--- src/rtl/npc_ifu_pkg.sv ---
// rtl/npc_ifu_pkg.sv - shared state encoding and reset constants for the fetch stage
package npc_ifu_pkg;

    typedef enum logic [2:0] {
        S_IDLE  = 3'd0,
        S_REQ   = 3'd1,
        S_WAIT  = 3'd2,
        S_VALID = 3'd3,
        S_EXEC  = 3'd4
    } ifu_state_e;

    localparam logic [31:0] RESET_PC_DEFAULT = 32'h8000_0000;
    localparam logic [31:0] NOP_INST_DEFAULT = 32'h0000_0013;

endpackage

--- src/rtl/ifu_perf_cnt.sv ---
// rtl/ifu_perf_cnt.sv - 32-bit wrapping event counter with async active-low clear
module ifu_perf_cnt (
    input  logic        clk_i,
    input  logic        rst_ni,
    input  logic        en_i,
    output logic [31:0] cnt_o
);

    logic [31:0] cnt_q;
    logic [31:0] cnt_d;

    always_comb begin
        cnt_d = cnt_q;
        if (en_i) begin
            cnt_d = cnt_q + 32'd1;
        end
    end

    always_ff @(posedge clk_i or negedge rst_ni) begin
        if (!rst_ni) begin
            cnt_q <= 32'd0;
        end else begin
            cnt_q <= cnt_d;
        end
    end

    assign cnt_o = cnt_q;

endmodule

--- src/rtl/ifu_fetch.sv ---
// rtl/ifu_fetch.sv - single-outstanding instruction fetch stage; IFU_FETCH_PERF_EN adds perf counters
module ifu_fetch
    import npc_ifu_pkg::*;
#(
    parameter logic [31:0] RESET_PC = RESET_PC_DEFAULT,
    parameter logic [31:0] NOP_INST = NOP_INST_DEFAULT
) (
    input  logic        clk,
    input  logic        rst,
    input  logic [31:0] next_pc,
    input  logic        next_pc_valid,
    output logic        mem_req_valid,
    input  logic        mem_req_ready,
    output logic [31:0] mem_req_addr,
    input  logic        mem_resp_valid,
    input  logic [31:0] mem_resp_data,
    input  logic        mem_resp_err,
    output logic        inst_valid,
    input  logic        inst_ready,
    output logic [31:0] instruction,
    output logic [31:0] pc,
    output logic        fetch_err
`ifdef IFU_FETCH_PERF_EN
    ,
    output logic [31:0] perf_fetch_cnt,
    output logic [31:0] perf_stall_cnt
`endif
);

    ifu_state_e  state_q, state_d;
    logic [31:0] pc_q, pc_d;
    logic [31:0] instr_q, instr_d;
    logic        ferr_q, ferr_d;

    always_comb begin
        state_d       = state_q;
        pc_d          = pc_q;
        instr_d       = instr_q;
        ferr_d        = ferr_q;
        mem_req_valid = 1'b0;
        inst_valid    = 1'b0;
        unique case (state_q)
            S_IDLE: begin
                state_d = S_REQ;
            end
            S_REQ: begin
                // A misaligned PC never reaches the bus; it is reported as a faulting NOP.
                if (pc_q[1:0] != 2'b00) begin
                    instr_d = NOP_INST;
                    ferr_d  = 1'b1;
                    state_d = S_VALID;
                end else begin
                    mem_req_valid = 1'b1;
                    if (mem_req_ready) begin
                        state_d = S_WAIT;
                    end
                end
            end
            S_WAIT: begin
                if (mem_resp_valid) begin
                    instr_d = mem_resp_err ? NOP_INST : mem_resp_data;
                    ferr_d  = mem_resp_err;
                    state_d = S_VALID;
                end
            end
            S_VALID: begin
                inst_valid = 1'b1;
                if (inst_ready) begin
                    state_d = S_EXEC;
                end
            end
            S_EXEC: begin
                if (next_pc_valid) begin
                    pc_d    = next_pc;
                    ferr_d  = 1'b0;
                    state_d = S_REQ;
                end
            end
            default: begin
                state_d = S_IDLE;
            end
        endcase
    end

    always_ff @(posedge clk or negedge rst) begin
        if (!rst) begin
            state_q <= S_IDLE;
            pc_q    <= RESET_PC;
            instr_q <= 32'd0;
            ferr_q  <= 1'b0;
        end else begin
            state_q <= state_d;
            pc_q    <= pc_d;
            instr_q <= instr_d;
            ferr_q  <= ferr_d;
        end
    end

    assign mem_req_addr = pc_q;
    assign pc           = pc_q;
    assign instruction  = instr_q;
    assign fetch_err    = ferr_q;

`ifdef IFU_FETCH_PERF_EN
    logic fetch_evt;
    logic stall_evt;

    assign fetch_evt = (state_q != S_VALID) && (state_d == S_VALID);
    assign stall_evt = ((state_q == S_REQ)  && !mem_req_ready) ||
                       ((state_q == S_WAIT) && !mem_resp_valid);

    ifu_perf_cnt u_perf_fetch (
        .clk_i  (clk),
        .rst_ni (rst),
        .en_i   (fetch_evt),
        .cnt_o  (perf_fetch_cnt)
    );

    ifu_perf_cnt u_perf_stall (
        .clk_i  (clk),
        .rst_ni (rst),
        .en_i   (stall_evt),
        .cnt_o  (perf_stall_cnt)
    );
`endif

endmodule

--- config.mk ---
export PLATFORM = sky130hd
export DESIGN_NAME = ifu_fetch
export DESIGN_NICKNAME = d
export VERILOG_FILES = /design/src/rtl/npc_ifu_pkg.sv /design/src/rtl/ifu_perf_cnt.sv /design/src/rtl/ifu_fetch.sv
export SDC_FILE = /design/constraint.sdc
export NUM_CORES = 1
export LEC_CHECK = 0
export CAP_MARGIN = 20
export CORE_ASPECT_RATIO = 1.25
export CORE_UTILIZATION = 38
export CTS_CLUSTER_DIAMETER = 60
export DETAILED_ROUTE_END_ITERATION = 10
export PLACE_DENSITY_LB_ADDON = 0.05
export SETUP_SLACK_MARGIN = 0.15
export SLEW_MARGIN = 0
export SYNTH_ARGS = -nofsm -noshare
export SYNTH_HDL_FRONTEND = slang
export SYNTH_SLANG_ARGS = --single-unit
export TNS_END_PERCENT = 100
--- constraint.sdc ---
create_clock -name clk -period 1.75 [get_ports clk]
set_input_delay 0.35 -clock clk [delete_from_list [all_inputs] [get_ports clk]]
set_output_delay 0.35 -clock clk [all_outputs]
set_load 0.05 [all_outputs]
==> qor.csv, run 1 <==
stage,metric,value,unit
clocking,htreeDepth,3,
logic_synthesis,syn_area,0.002928,mm²
clocking,cts.sinks,68,
die,rows,35,
global_routing,first_global_vias,2177,
clocking,clk_pin_slew,80,ps
final_layout,drive_gt1_share,50.13,%
final_layout,nets,438,
critical_path,critPathRequiredTime,1400,ps
global_routing,grt_antenna_before_repair,0,
die,coreArea,0.007401,mm²
route,num_vias,2254,
die,die_x,80.51,µm
sta,worst_pin_slew,460.1,ps
run_status,status,completed,
final_layout,fin_util,65.49,%
critical_path,r2r-start,state_q[1],
placed_design,portBuffers,169,
placed_design,placed_cell_area,0.004333,mm²
die,die_h,100.1,µm
placed_design,hpwl,5108,µm
final_layout,nFillCells,566,
logic_synthesis,avgSynthCellArea,14.08,µm²
sta,slew_viol_final,0,
critical_path,reg2reg_to,mem_req_addr[8],
final_layout,seqCellArea,0.001709,mm²
logic_synthesis,synth_warnings,0,
final_layout,area_delta_synth_final,65.56,%
critical_path,r2r_cells,6,
logic_synthesis,synth_seq_area_share,58.16,%
critical_path,critPathArrivalTime,1360,ps
critical_path,worstPathMaxFanout,4,
logic_synthesis,synth_cells,208,
clocking,clk_latency,340,ps
final_layout,design_area,0.004847,mm²
route,antenna_left,0,
final_layout,multi_input_area,0.001032,mm²
critical_path,r2r_setup_slack,60,ps
critical_path,cp-start-kind,flip-flop,
job,maxCapViolCount,0,
die,initial_utilization,39.56,%
clocking,cts_buffer_depth,2,
sta,max_freq,0.5835,GHz
global_routing,overflow,0,
placed_design,gp_congestion,0.7928,
critical_path,startpoint,state_q[1],
route,drt-pass1-iter-count,4,
sta,skew,14.85,ps
logic_synthesis,synthDistinctLibCells,33,
sta,min_period_over_period,97.93,%
critical_path,cp-end-kind,primary output,
final_layout,final_common_cell,buf_4,
clocking,numCtsBuffers,9,
logic_synthesis,synth_seq_cells,68,
clocking,cts_tree,done,
route,first_iter_violations,80,
global_routing,grt_max_degree,38,
route,wl_per_cell,16.54,µm
route,drt_wl_total,7660,µm
sta,maxSlewHeadroom,69.33,%
global_routing,grt_first_pass_wirelength,10830,µm
critical_path,critPathKind,reg2out,
die,io_pins,170,
final_layout,antenna_cells,0,
final_layout,final_cell_mix,"buf_4 (104), clkdlybuf4s50_1 (69), dfrtp_1 (62)",
clocking,cts_root_buffer,clkbuf_8,
critical_path,crit_path_end,mem_req_valid,
sta,setup_violations,0,
sta,rsz0062_at_grt,true,
route,viasPerCell,4.868,
route,drc,0,
sta,layout_min_cycle_time,1714,ps
worst_hold_path,hold_path_class,in2async,
die,die-area,0.008062,mm²
sta,hold_viol_final,0,
logic_synthesis,synth_fp_nets,279,
global_routing,track_usage,17.81,%
-- what timing repair did --
action                                  in CTS  in global routing
hold buffers                                 1                  0
buffers inserted                             5                  3
endpoints found under the setup margin       3                 59
endpoints found under the hold margin       17                  0
pin swaps                                    2                  2
gates cloned                                 0                  3
resized for setup                            8                 37
-- worst max-delay path, cell delays in order, from the launching register on --
cell and delay (ps):
dfrtp_2 430, nor2b_4 160, nor4b_4 270, buf_12 180
-- area by class of cell --
cell class,instances,area share (%)
Timing Repair Buffer,191,36.58
Sequential cell,68,35.26
Multi-Input combinational cell,96,21.30
Clock buffer,9,2.556
Tap cell,92,2.375
Clock inverter,6,1.859
Inverter,1,0.07744
-- worst min path at each step --
| stage | from | end | cells after the start |
|---|---|---|---|
| global route | rst | mem_req_addr[21] | 2 |
| CTS | rst | mem_req_addr[21] | 2 |
| finish | rst | mem_req_addr[21] | 2 |
| global placement | rst | mem_req_addr[21] | 1 |
| floorplan | rst | fetch_err | 0 |
| detailed placement | rst | mem_req_addr[21] | 1 |
-- synthesized netlist by cell type, drive strengths merged --
| library cell | n | area share (%) |
|---|---|---|
| dfstp | 1 | 0.90 |
| a22o | 29 | 8.7 |
| o211ai | 1 | 0.26 |
| nand2 | 3 | 0.38 |
| a31oi | 1 | 0.21 |
| o22ai | 1 | 0.21 |
| nand2b | 3 | 0.90 |
| dfrtp | 67 | 57 |
| nor2b | 2 | 0.68 |
| a21oi | 3 | 0.51 |
| or3 | 1 | 0.21 |
| buf | 42 | 12 |
| or2 | 1 | 0.30 |
| nor3b | 1 | 0.64 |
| nor2 | 3 | 0.64 |
| nor3 | 1 | 0.17 |
| o32ai | 1 | 0.30 |
| clkbuf | 1 | 0.13 |
| nor4b | 1 | 0.30 |
| o21ai | 4 | 0.81 |
| a21o | 1 | 0.26 |
| mux2 | 33 | 13 |
| o22a | 3 | 0.90 |
| inv | 1 | 0.13 |
| nand3b | 3 | 0.90 |
-- kinds of logic after synthesis --
kind of cell,synth area share (%)
mux,12.69
simple gates,5.128
flops,58.16
buf+inv,11.88
compound gates,12.14
-- state kept, by name (all words and copies together), names as in the netlist --
signal        count
state_q           3
instruction      32
fetch_err         1
mem_req_addr     32
-- routing by layer --
layer | share of wire (%) | vias up | track usage, % | wire (µm)
met5 | 0 | - | 0 | 0
met2 | 50 | 100 | 28.88 | 3854
met4 | 1.2 | 0 | 8.654 | 91
met3 | 7.0 | 9 | 3.727 | 536
li1 | - | 1032 | - | -
met1 | 41 | 1113 | 22.46 | 3178
-- through the flow --
step,std cells,hold WS [ps],TNS [ps],worst slack (ps)
after global routing,463,519.4,-4.419,-4.419
after floorplan,208,54.41,0,156.0
after detailed placement,436,328.3,-850.7,-41.26
after global placement,436,331.2,-435.6,-36.73
final,463,481.1,0,36.22
after CTS,457,493.3,0,7.091
Power of run 1 is not shown: default switching activity piles up to over one toggle a cycle in this logic, so the estimate is an artifact.
==> inputs of run 2 (changes only) <==
--- a/config.mk
+++ b/config.mk
@@ -6,7 +6,7 @@
 export NUM_CORES = 1
 export LEC_CHECK = 0
 export CAP_MARGIN = 20
-export CORE_ASPECT_RATIO = 1.25
+export CORE_ASPECT_RATIO = 0.5
 export CORE_UTILIZATION = 38
 export CTS_CLUSTER_DIAMETER = 60
 export DETAILED_ROUTE_END_ITERATION = 10
==> qor.csv, run 2 (synthesis results as in run 1) <==
stage,metric,value,unit
placed_design,dp_slack,-66.99,ps
route,wl_per_cell,15.65,µm
route,dr_wl_met3,537,µm
critical_path,critPathRequiredTime,1400,ps
sta,rsz0062_at_grt,true,
route,antenna_left,0,
route,drt-pass1-iter-count,4,
global_routing,track_usage,18.65,%
sta,slew_viol_final,0,
route,drc,0,
clocking,cts_buffer_depth,2,
route,num_vias,2233,
final_layout,drive_gt1_share,49.18,%
critical_path,worstPathMaxFanout,2,
final_layout,final_common_cell,buf_4,
clocking,htreeDepth,3,
sta,layout_min_cycle_time,1736,ps
global_routing,grt_antenna_before_repair,0,
sta,worst_pin_slew,362.9,ps
clocking,cts_root_buffer,clkbuf_16,
sta,setup_violations,0,
clocking,cts.sinks,68,
critical_path,crit_slowest_cell,dfrtp_1,
die,die-area,0.008081,mm²
die,io_pins,170,
final_layout,area_delta_synth_final,63.93,%
critical_path,startpoint,state_q[1],
global_routing,overflow,0,
job,maxCapViolCount,0,
worst_hold_path,hold_path_class,in2async,
placed_design,hpwl,4969,µm
placed_design,portBuffers,169,
route,dr_wl_met2,3670,µm
final_layout,antenna_cells,0,
critical_path,cp-end-kind,primary output,
sta,hold_ws,18.93,ps
sta,hold_viol_final,0,
clocking,clk_pin_slew,60,ps
sta,skew,5.524,ps
critical_path,critical_path.cell_chain,buf_6 -> nor2b_4 -> nor4b_4 -> buf_12,
sta,maxSlewHeadroom,75.81,%
die,initial_utilization,39.54,%
placed_design,gp_congestion,0.8229,
route,drt_wl_total,7262,µm
placed_design,dp.cells,438,
critical_path,slowest_delay,390,ps
die,die_h,64.07,µm
global_routing,grt_first_pass_wirelength,11390,µm
die,die_x,126.1,µm
critical_path,cp-start-kind,flip-flop,
clocking,numCtsBuffers,9,
global_routing,first_global_vias,2235,
route,highest_layer,met4,
critical_path,r2r-start,state_q[1],
clocking,clk_latency,330,ps
die,rows,22,
sta,min_period_over_period,99.18,%
route,viasPerCell,4.813,
global_routing,grt_max_degree,69,
critical_path,critPathKind,reg2out,
run_status,status,completed,
route,wirelength_met1,2998,µm
final_layout,final_cell_mix,"buf_4 (102), clkdlybuf4s50_1 (69), dfrtp_1 (64)",
final_layout,instances_no_fill,464,
die,coreArea,0.007405,mm²
sta,final.setup.worst_slack,14.34,ps
clocking,cts_tree,done,
final_layout,nets,434,
sta,max_freq,0.5761,GHz
critical_path,critPathArrivalTime,1390,ps
route,first_iter_violations,65,
## run 2: per-layer routing
| layer | track usage, % | up-vias |
|---|---|---|
| met2 | 31.15 | 99 |
| met5 | 0 | - |
| met4 | 4.970 | 0 |
| met1 | 22.34 | 1096 |
| met3 | 7.789 | 7 |
| li1 | - | 1031 |
## run 2: layout make-up
| cell class | instances | area (µm²) |
|---|---|---|
| multi-input cells | 96 | 924.6 |
| clock buffers | 9 | 225.2 |
| flip-flops and latches | 68 | 1707 |
| clock inverters | 7 | 91.34 |
| fillers | 586 | 2605 |
| inverters | 1 | 3.754 |
| repair buffers | 187 | 1728 |
| well taps | 96 | 120.1 |
## run 2: final timing paths
check,end,slack [ps],cells after the start
min reg2reg,instruction[27],510,1
max in group asynchronous,mem_req_addr[31],1380,2
min in group clk,instruction[27],510,1
max reg2reg,instruction[17],110,8
min,instruction[4],20,2
max,mem_req_valid,10,4
## run 2: repair_timing
item | CTS | global route
setup buffers | 5 | 2
cloned | 0 | 3
hold buffers | 0 | 0
pin swaps | 2 | 9
setup endpoints to repair | 6 | 34
resized for setup | 5 | 6
## run 2: metrics by stage
step,setup TNS (ps),instance area (µm²),utilization [%]
6_report,0,4800,64.82
5_1_grt,-78.32,4800,64.82
4_1_cts,0,4698,63.45
3_5_place_dp,-1895,4323,58.38
3_3_place_gp,-1452,4323,58.38
2_1_floorplan,0,2949,-
## run 2: worst max-delay path: cells and delay by family, from the launching register on
| kind | cells | cell delay, ps |
|---|---|---|
| buffers and inverters | 2 | 310 |
| DFF | 1 | 390 |
| and+or+nand+nor | 2 | 370 |
Power of run 2 is left out for the same reason.
